File: src/rtl/tmax_scan_ctrl.sv
// Scan controller: streams samples into a per-channel max tracker, slots in clears and reads.
// Optional drop counter enabled by defining TMAX_SCAN_DROP_CNT_EN.
module tmax_scan_ctrl #(
  parameter int WIDTH  = 19,
  parameter int STARVE = 4
) (
  input  logic           CLK,
  input  logic           RESET_N,
  input  logic [9:0]     T_IN,
  input  logic [4:0]     T_CH,
  input  logic           T_VALID,
  output logic           T_READY,
  input  logic           RUN,
  input  logic [WIDTH:0] CH_MASK,
  input  logic           CLR_REQ,
  input  logic [WIDTH:0] CLR_MASK,
  output logic           CLR_ACK,
  input  logic           RD_REQ,
  input  logic [4:0]     RD_CH,
  output logic           RD_ACK,
  output logic [9:0]     RD_DATA,
  output logic [9:0]     TM_T,
  output logic [4:0]     TM_NUMBER,
  output logic           TM_EN,
  output logic [WIDTH:0] TM_EN_CPU,
  output logic           TM_RESET,
  input  logic [9:0]     TM_TOUT,
  output logic           BUSY,
  output logic [15:0]    DROP_CNT
);

  localparam logic [1:0] S_IDLE   = 2'd0;
  localparam logic [1:0] S_STREAM = 2'd1;
  localparam logic [1:0] S_CLR    = 2'd2;
  localparam logic [1:0] S_RD     = 2'd3;

  localparam logic [4:0] MAX_CH = 5'(WIDTH);
  localparam logic [7:0] STV    = 8'(STARVE);

  logic [1:0]     state, state_nx;
  logic           upd_q, acc_q;
  logic [4:0]     upd_ch, acc_ch;
  logic           clr_hold, rd_hold;
  logic           clr_ack_q, rd_ack_q;
  logic [9:0]     rd_data_q;
  logic [7:0]     stv_cnt;
  logic [31:0]    mask_ext;
  logic [WIDTH:0] upd_oh;
  logic           in_rng, trk, acc, trk_acc;
  logic           clr_pend, rd_pend, hazard, starved;

  assign mask_ext = 32'(CH_MASK);
  assign in_rng   = T_CH <= MAX_CH;
  assign trk      = in_rng && mask_ext[T_CH];
  assign hazard   = acc_q && (T_CH == acc_ch);
  assign starved  = stv_cnt >= STV;
  assign T_READY  = (state == S_STREAM) && RUN
                    && !hazard && !starved;
  assign acc      = T_VALID && T_READY;
  assign trk_acc  = acc && trk;
  assign clr_pend = CLR_REQ && !clr_hold;
  assign rd_pend  = RD_REQ && !rd_hold;
  assign upd_oh   = {{WIDTH{1'b0}}, 1'b1} << upd_ch;

  // Next state: clear/read only go when the next cycle carries no update.
  always_comb begin
    state_nx = state;
    unique case (state)
      S_IDLE: begin
        if (clr_pend)     state_nx = S_CLR;
        else if (rd_pend) state_nx = S_RD;
        else if (RUN)     state_nx = S_STREAM;
      end
      S_STREAM: begin
        if (clr_pend) begin
          if (!trk_acc) state_nx = S_CLR;
        end else if (rd_pend) begin
          if (!trk_acc) state_nx = S_RD;
        end else if (!RUN) begin
          state_nx = S_IDLE;
        end
      end
      default: state_nx = RUN ? S_STREAM : S_IDLE;
    endcase
  end

  // Tracker drive for accept cycle, update phase, clear and read.
  always_comb begin
    TM_T      = trk_acc ? T_IN : 10'd0;
    TM_EN     = trk_acc;
    TM_RESET  = state == S_CLR;
    TM_NUMBER = 5'd0;
    TM_EN_CPU = '0;
    if (trk_acc)
      TM_NUMBER = T_CH + 5'd1;
    else if (state == S_RD)
      TM_NUMBER = RD_CH + 5'd1;
    if (state == S_CLR)
      TM_EN_CPU = CLR_MASK;
    else if (upd_q)
      TM_EN_CPU = upd_oh;
  end

  // State, update phase, hazard tracking, request bookkeeping.
  always_ff @(posedge CLK or negedge RESET_N) begin
    if (!RESET_N) begin
      state     <= S_IDLE;
      upd_q     <= 1'b0;
      upd_ch    <= 5'd0;
      acc_q     <= 1'b0;
      acc_ch    <= 5'd0;
      clr_hold  <= 1'b0;
      rd_hold   <= 1'b0;
      clr_ack_q <= 1'b0;
      rd_ack_q  <= 1'b0;
      rd_data_q <= 10'd0;
      stv_cnt   <= 8'd0;
    end else begin
      state     <= state_nx;
      upd_q     <= trk_acc;
      upd_ch    <= T_CH;
      acc_q     <= acc;
      acc_ch    <= T_CH;
      clr_ack_q <= state == S_CLR;
      rd_ack_q  <= state == S_RD;
      if (state == S_CLR)  clr_hold <= 1'b1;
      else if (!CLR_REQ)   clr_hold <= 1'b0;
      if (state == S_RD)   rd_hold <= 1'b1;
      else if (!RD_REQ)    rd_hold <= 1'b0;
      if (state == S_RD)
        rd_data_q <= (RD_CH <= MAX_CH) ? TM_TOUT : 10'd0;
      if ((state == S_STREAM) && (clr_pend || rd_pend)) begin
        if (!starved) stv_cnt <= stv_cnt + 8'd1;
      end else begin
        stv_cnt <= 8'd0;
      end
    end
  end

  assign CLR_ACK = clr_ack_q;
  assign RD_ACK  = rd_ack_q;
  assign RD_DATA = rd_data_q;
  assign BUSY    = upd_q || (state == S_CLR) || (state == S_RD)
                   || clr_pend || rd_pend;

`ifdef TMAX_SCAN_DROP_CNT_EN
  logic [15:0] drop_q;

  // Saturating count of consumed but untracked samples.
  always_ff @(posedge CLK or negedge RESET_N) begin
    if (!RESET_N)
      drop_q <= 16'd0;
    else if (acc && !trk && (drop_q != 16'hFFFF))
      drop_q <= drop_q + 16'd1;
  end

  assign DROP_CNT = drop_q;
`else
  assign DROP_CNT = 16'd0;
`endif

endmodule

File: config.mk
export PLATFORM = sky130hd
export DESIGN_NAME = tmax_scan_ctrl
export DESIGN_NICKNAME = d
export VERILOG_FILES = /design/src/rtl/tmax_scan_ctrl.sv
export SDC_FILE = /design/constraint.sdc
export NUM_CORES = 1
export LEC_CHECK = 0
export ABC_AREA = 1
export CAP_MARGIN = 10
export CORE_MARGIN = 5
export CORE_UTILIZATION = 41
export DETAILED_ROUTE_END_ITERATION = 16
export MAX_ROUTING_LAYER = met4
export PLACE_DENSITY = 0.93
export SLEW_MARGIN = 20
export SYNTH_ARGS = -nofsm -noshare
export SYNTH_HDL_FRONTEND = slang
export SYNTH_SLANG_ARGS = --single-unit
File: constraint.sdc
create_clock -name CLK -period 3.2 [get_ports CLK]
set_clock_uncertainty 0.05 [all_clocks]
set_input_delay 0.64 -clock CLK [delete_from_list [all_inputs] [get_ports CLK]]
set_output_delay 0.64 -clock CLK [all_outputs]
set_load 0.03 [all_outputs]
==> out/results.ini, run 1 <==
[yosys]
yosysTopAreaCellShare_pct = 32.9
yosysWarnings = 0
synth_cells = 336
synth_common_cells = 91 x nand2_1, 42 x inv_1, 31 x dfrtp_1
synth_edf_count = 0
synth.distinct_cells = 33
synth.most_common_cell = nand2_1
synth_area_per_cell_um2 = 7.02
yosysSeqAreaShare_pct = 32.9
ys_ff_latch = 31
yosys-top-cells-area = dfrtp_1 33%, nand2_1 14%, inv_1 6.7%
synth_flop_cell = dfrtp_1
async_reset_ff_share_pct = 100
yosysTopAreaCell = dfrtp_1
synth_area_um2 = 2360

[timing]
relSlewSlack_pct = 47.4
fmax_mhz = 335
slew_viol_final = 0
worst_pin_slew_ns = 0.784
tns_ns = 0
setup_viol = 0
whs_ns = 0.433
min_period_over_period_pct = 93.4
rsz0062_at_grt = no
final_hold_viol_count = 0
period_needed_ns = 2.99

[critical_path]
start_kind = input port
cp.arrival_ns = 2.30
crit_fanout = 10
critical_path.cell_chain = clkdlybuf4s50_1, nand3_1, nor2_1, nand3_4, nor2_8, nand2_4, buf_12, nor2_4, buf_4
reg2reg_depth = 8
cp.required_ns = 2.51
slowest_stage = clkdlybuf4s50_1
worstSetupEndpointType = output port
slowest_delay_ns = 0.51
crit_type = input port to output port

[floorplan]
io_pins = 143
initial_core_util_pct = 42.6
rows = 27
die_width_um = 85.8
die_area_um2 = 7370
die_h_um = 85.8
core_area_um2 = 5540

[clocking]
postCtsHoldBufs = 0
cts_sinks = 31
cts_setup_buffers = 0
clk_latency_ns = 0.28
clockRootBuffer = clkbuf_8
cts_tree = yes
numCtsBuffers = 5
cts_buffer_depth = 2
clk_pin_slew_ns = 0.06
htree_levels = 2

[final_layout]
antenna_cells = 0
final_cells = 543
syn_to_final_growth_pct = 58.7
layout-drive-gt1-share_pct = 14.4
layout.nets = 551

[power_and_ir_drop]
leakagePower_nw = 1.81
p_total_mw = 2.12
powerDensity_nw_per_um2 = 566
peakVddDrop_uv = 286

[placed_design]
port_buffers = 126
gp_routability_congestion = 0.860
dpl.cell_count = 536
dp_hpwl_um = 6140

[hold_path]
whs_path_depth = 2
hold_path.class = flop to flop

[route]
dr.pass1.iters = 4
drc = 0
vias = 2618
vias_per_cell = 4.82
antenna_left = 0
wl_um = 7450
post_drt_wl_per_cell_um = 13.7
first_iter_violations = 224

[global_route]
antenna_found_initial = 0
grt_pass1_wl_um = 12200
grt_max_degree = 32
grt_pass1_vias = 2626
grt.total_usage_pct = 21.0
gr-total-overflow = 0

[status]
status = finished clean

[run]
max-cap-violations = 0

==> final timing paths <==
kind                                         from                     end  slack, ns
setup reg to reg           stv_cnt[3]$_DFFE_PN0P_    state[1]$_DFFE_PN0P_       1.52
hold reg to reg            RD_DATA[2]$_DFFE_PN0P_  RD_DATA[2]$_DFFE_PN0P_       0.43
hold / removal             RD_DATA[2]$_DFFE_PN0P_  RD_DATA[2]$_DFFE_PN0P_       0.43
setup / recovery                              RUN                 TM_T[3]       0.21
min in group asynchronous                 RESET_N  RD_DATA[7]$_DFFE_PN0P_       0.70
max in group asynchronous                 RESET_N     acc_ch[2]$_DFF_PN0_       2.12
==> report_power, final <==
group	switching (mW)	internal, mW	total, mW
Sequential	0.0615	0.492	0.553
Combinational	0.767	0.492	1.26
Clock	0.137	0.168	0.306
==> cell families (layout without fill, tap and decap cells) <==
group,after synthesis,count (layout),share of synthesized area [%]
adder cells (fa/ha/maj),4,4,2.12
buffers and inverters,74,194,15.4
AND/OR/NAND/NOR,179,179,37.4
AO/OA/AOI/OAI,43,43,10.5
other,1,16,0.159
flip-flops,31,31,32.9
XOR/XNOR,4,4,1.49
==> final cells by class <==
type                    count  area [um2]
clock buffers               6        82.6
inverters                  50         188
clock inverters             1        5.00
flip-flops and latches     31         776
repair buffers            137        1320
multi-input cells         246        1280
well taps                  72        90.1
fillers                   440        1800
==> sequential cells by signal (all words and copies together), names as in the netlist, 2 cells and up <==
name	cells
RD_DATA	10
stv_cnt	8
acc_ch	5
state	2
==> per-layer routing <==
layer	routed length, um	GRT usage, %	up-vias
met4	146	7.05	0
met5	0	-	-
met3	575	3.84	10
met2	3840	36.9	108
li1	-	-	1291
met1	2890	24.1	1209
==> worst max-delay path: cells and delay by family <==
| kind | cells | cell delay [ns] |
|---|---|---|
| buf+inv | 3 | 0.83 |
| simple gates | 6 | 0.82 |
==> metrics by stage <==
step	area (um2)	worst slack (ns)	utilization [%]
5_1_grt	3740	0.0546	67.5
3_5_place_dp	3640	0.0555	65.8
3_3_place_gp	3640	0.116	65.8
4_1_cts	3730	0.0210	67.4
2_1_floorplan	2410	0.699	-
6_report	3740	0.211	67.5
==> layout by cell type (no fill, tap or decap), types with 8 or more instances in the layout <==
master	n
nand3_1	28
a21oi_1	8
buf_4	26
dfrtp_1	31
o21ai_0	23
nor2_4	10
nor2_1	30
nand2_1	91
conb_1	16
inv_1	42
inv_2	8
clkdlybuf4s50_1	107
==> timing repair <==
item | in CTS | in global routing
endpoints found under the setup margin | 0 | 12
resized for setup | 0 | 4
hold endpoints to repair | 0 | 0
Note: power is estimated with default switching activity, not from simulation.
==> inputs of run 2 (changes only) <==
CAP_MARGIN = default   (was 10)
CORE_UTILIZATION = 34   (was 41)
PLACE_DENSITY = 0.83   (was 0.93)
clock period = 2.5 ns   (was 3.2 ns; I/O delays follow)
==> run 2 against run 1 <==
Net effect: hold slack better by 0.0014 ns; core utilization is 7.4 points lower; via count is 2.8% higher; worst setup slack worse by 0.21 ns; sequential power is 29% higher; register-to-register slack worse by 0.58 ns; flip-flop and latch count stayed put.
==> out/results.ini, run 2 (synthesized netlist as in run 1, its figures left out) <==
[route]
post_drt_wl_per_cell_um = 13.7  ; -0.41%
antenna_left = 0  ; unchanged
highest_layer = met4
wl_met1_um = 3170  ; +9.5%
wl_um = 7860  ; +5.5%
first_iter_violations = 148  ; -34%
dr.pass1.iters = 5  ; +1
vias_per_cell = 4.68  ; -3.0%
drc = 0  ; unchanged
wl_met2_um = 3980  ; +3.8%
met3WireLength_um = 631  ; +9.7%
vias = 2690  ; +2.8%

[global_route]
gr-total-overflow = 0  ; unchanged
antenna_found_initial = 1  ; +1
grt_pass1_wl_um = 11800  ; -2.8%
grt_pass1_vias = 2532  ; -3.6%
grt.total_usage_pct = 17.2  ; -3.8 points
grt_max_degree = 32  ; unchanged

[status]
status = finished clean

[timing]
worst_pin_slew_ns = 0.555  ; -0.229 ns
rsz0062_at_grt = yes
final_hold_viol_count = 0  ; unchanged
setup_slack_ns = 0.00335  ; -0.208 ns
setup_viol = 0  ; unchanged
slew_viol_final = 0  ; unchanged
min_period_over_period_pct = 99.9
period_needed_ns = 2.50
fmax_mhz = 401
relSlewSlack_pct = 62.9  ; +16 points

[critical_path]
reg2reg_depth = 7  ; -1
worstSetupEndpointType = output port
crit_end = TM_T[8]
cp-startpoint = T_CH[0]
ff2ff_setup_slack_ns = 0.94  ; -0.58 ns
cp.required_ns = 1.95  ; -0.56 ns
cp.arrival_ns = 1.95  ; -0.35 ns
r2r-end = stv_cnt[1]$_DFFE_PN0P_
rr_startpoint = rd_hold$_DFFE_PN0P_
crit_fanout = 9  ; -1
crit_type = input port to output port
start_kind = input port

[final_layout]
final_util_pct = 60.2  ; -7.4 points
layout.nets = 573  ; +4.0%
syn_to_final_growth_pct = 72.4
final_cell_mix = 88 x nand2_1, 64 x clkdlybuf4s50_1, 40 x inv_1, 33 x buf_4, 29 x dfrtp_1
layout-drive-gt1-share_pct = 23.5  ; +9.0 points
fill_cells = 574  ; +30%
final_common_cell = nand2_1
largest_reg_flops = 10  ; unchanged

[placed_design]
port_buffers = 126  ; unchanged
gp_routability_congestion = 0.891  ; +3.5%
dp_hpwl_um = 5890  ; -4.2%
post-place-ws_ns = -0.272  ; -0.327 ns

[power_and_ir_drop]
power_switching_mw = 1.26  ; +31%
power_frac_comb_pct = 57.3  ; -2.1 points
p_clk_share_pct = 17.7  ; +3.3 points
internal-power_mw = 1.59  ; +38%
leakagePower_nw = 2.14  ; +19%
switching_share_pct = 44.2  ; -1.4 points
p_seq_share_pct = 24.9  ; -1.2 points
powerDensity_nw_per_um2 = 702  ; +24%
peakVddDrop_uv = 421  ; +47%

[clocking]
numCtsBuffers = 5  ; unchanged
postCtsHoldBufs = 0  ; unchanged
htree_levels = 2  ; unchanged
cts_tree = yes
cts_sinks = 31  ; unchanged
cts_buffer_depth = 2  ; unchanged
clk_latency_ns = 0.28  ; about the same
clk_pin_slew_ns = 0.06  ; about the same
clockRootBuffer = clkbuf_8

[floorplan]
initial_core_util_pct = 34.9  ; -7.7 points
die_width_um = 93.3  ; +8.7%
die_h_um = 93.3  ; +8.7%
die_area_um2 = 8700  ; +18%
rows = 30  ; +11%
io_pins = 143  ; unchanged
core_area_um2 = 6760  ; +22%

[hold_path]
hold_path.class = flop to flop

[run]
max-cap-violations = 0  ; unchanged

-- run 2: cell types whose count changed in the layout (fill, tap and decap cells not counted), moves of 3 or more --
cell             previous run  this run
dlygate4sd2_1               0        15
nand2_1                    91        88
nand2_2                     2         5
buf_4                      26        33
clkbuf_2                    0         7
buf_6                       0        15
clkdlybuf4s15_1             0         3
dlymetal6s2s_1              3        17
nor2_1                     30        27
clkdlybuf4s50_1           107        64
-- run 2: worst min path at each step --
stage                                         to  depth (start not counted)              startpoint  slack, ns
final                        rd_hold$_DFFE_PN0P_                          2     rd_hold$_DFFE_PN0P_       0.43
after global routing      RD_DATA[4]$_DFFE_PN0P_                          2  RD_DATA[4]$_DFFE_PN0P_       0.46
after CTS                    rd_hold$_DFFE_PN0P_                          2     rd_hold$_DFFE_PN0P_       0.44
after detailed placement     rd_hold$_DFFE_PN0P_                          2     rd_hold$_DFFE_PN0P_       0.42
after global placement       rd_hold$_DFFE_PN0P_                          2     rd_hold$_DFFE_PN0P_       0.41
after floorplan                CLR_ACK$_DFF_PN0_                          0                 RESET_N       0.15
-- run 2: what timing repair did --
| item | in CTS | in global routing |
|---|---|---|
| resized for setup | 50 | 55 |
| pin swaps | 8 | 35 |
| setup buffers | 2 | 6 |
| endpoints found under the setup margin | 36 | 32 |
| gates cloned | 2 | 0 |
-- run 2: through the flow --
step                      setup TNS [ns]  std cells  hold slack, ns  cell area [um2]  power (mW)
after floorplan                        0        351           0.154             2410        1.66
after global placement             -3.25        556           0.415             3750        2.32
after detailed placement           -3.88        556           0.417             3750        2.35
after CTS                              0        568           0.435             3970        2.83
after global routing              -0.237        575           0.456             4070        3.04
final                                  0        575           0.434             4070        2.86
-- run 2: layout make-up --
| class | count | area [um2] | share of cell area [%] |
|---|---|---|---|
| timing repair buffer | 158 | 1540 | 37.8 |
| multi-input combinational | 246 | 1330 | 32.8 |
| sequential | 31 | 778 | 19.1 |
| inverter | 50 | 188 | 4.62 |
| tap | 80 | 100 | 2.46 |
| clock buffer | 6 | 82.6 | 2.03 |
| clock inverter | 2 | 35.0 | 0.862 |
| timing repair inverter | 1 | 7.51 | 0.185 |
| antenna | 1 | 2.50 | 0.0615 |
-- run 2: metal layers --
layer | vias to the layer above | track usage (%)
met5 | - | -
met4 | 0 | 3.66
met3 | 8 | 3.78
met2 | 113 | 29.4
met1 | 1227 | 21.0
li1 | 1342 | -
-- run 2: critical path, cell delays in order --
cell,delay [ns]
buf_2,0.15
buf_6,0.15
nand2_1,0.11
nor2_1,0.08
nor2_2,0.09
nand3_2,0.08
nand2_2,0.09
inv_2,0.06
nor2_8,0.14
nand2_8,0.09
buf_12,0.16
nor2_4,0.11
buf_6,0.13
-- run 2: power groups by stage --
| stage | sequential [mW] | clock (mW) | combinational (mW) |
|---|---|---|---|
| final | 0.712 | 0.507 | 1.64 |
| after global routing | 0.731 | 0.542 | 1.77 |
| after CTS | 0.710 | 0.516 | 1.60 |
| after detailed placement | 0.715 | 0 | 1.63 |
| after global placement | 0.714 | 0 | 1.60 |
| after floorplan | 0.858 | 0 | 0.799 |
==> inputs of run 3 (changes only) <==
CAP_MARGIN = 20   (was default)
==> results of run 3 <==
The final DEF is identical to that of run 2; final timing and power are the same.
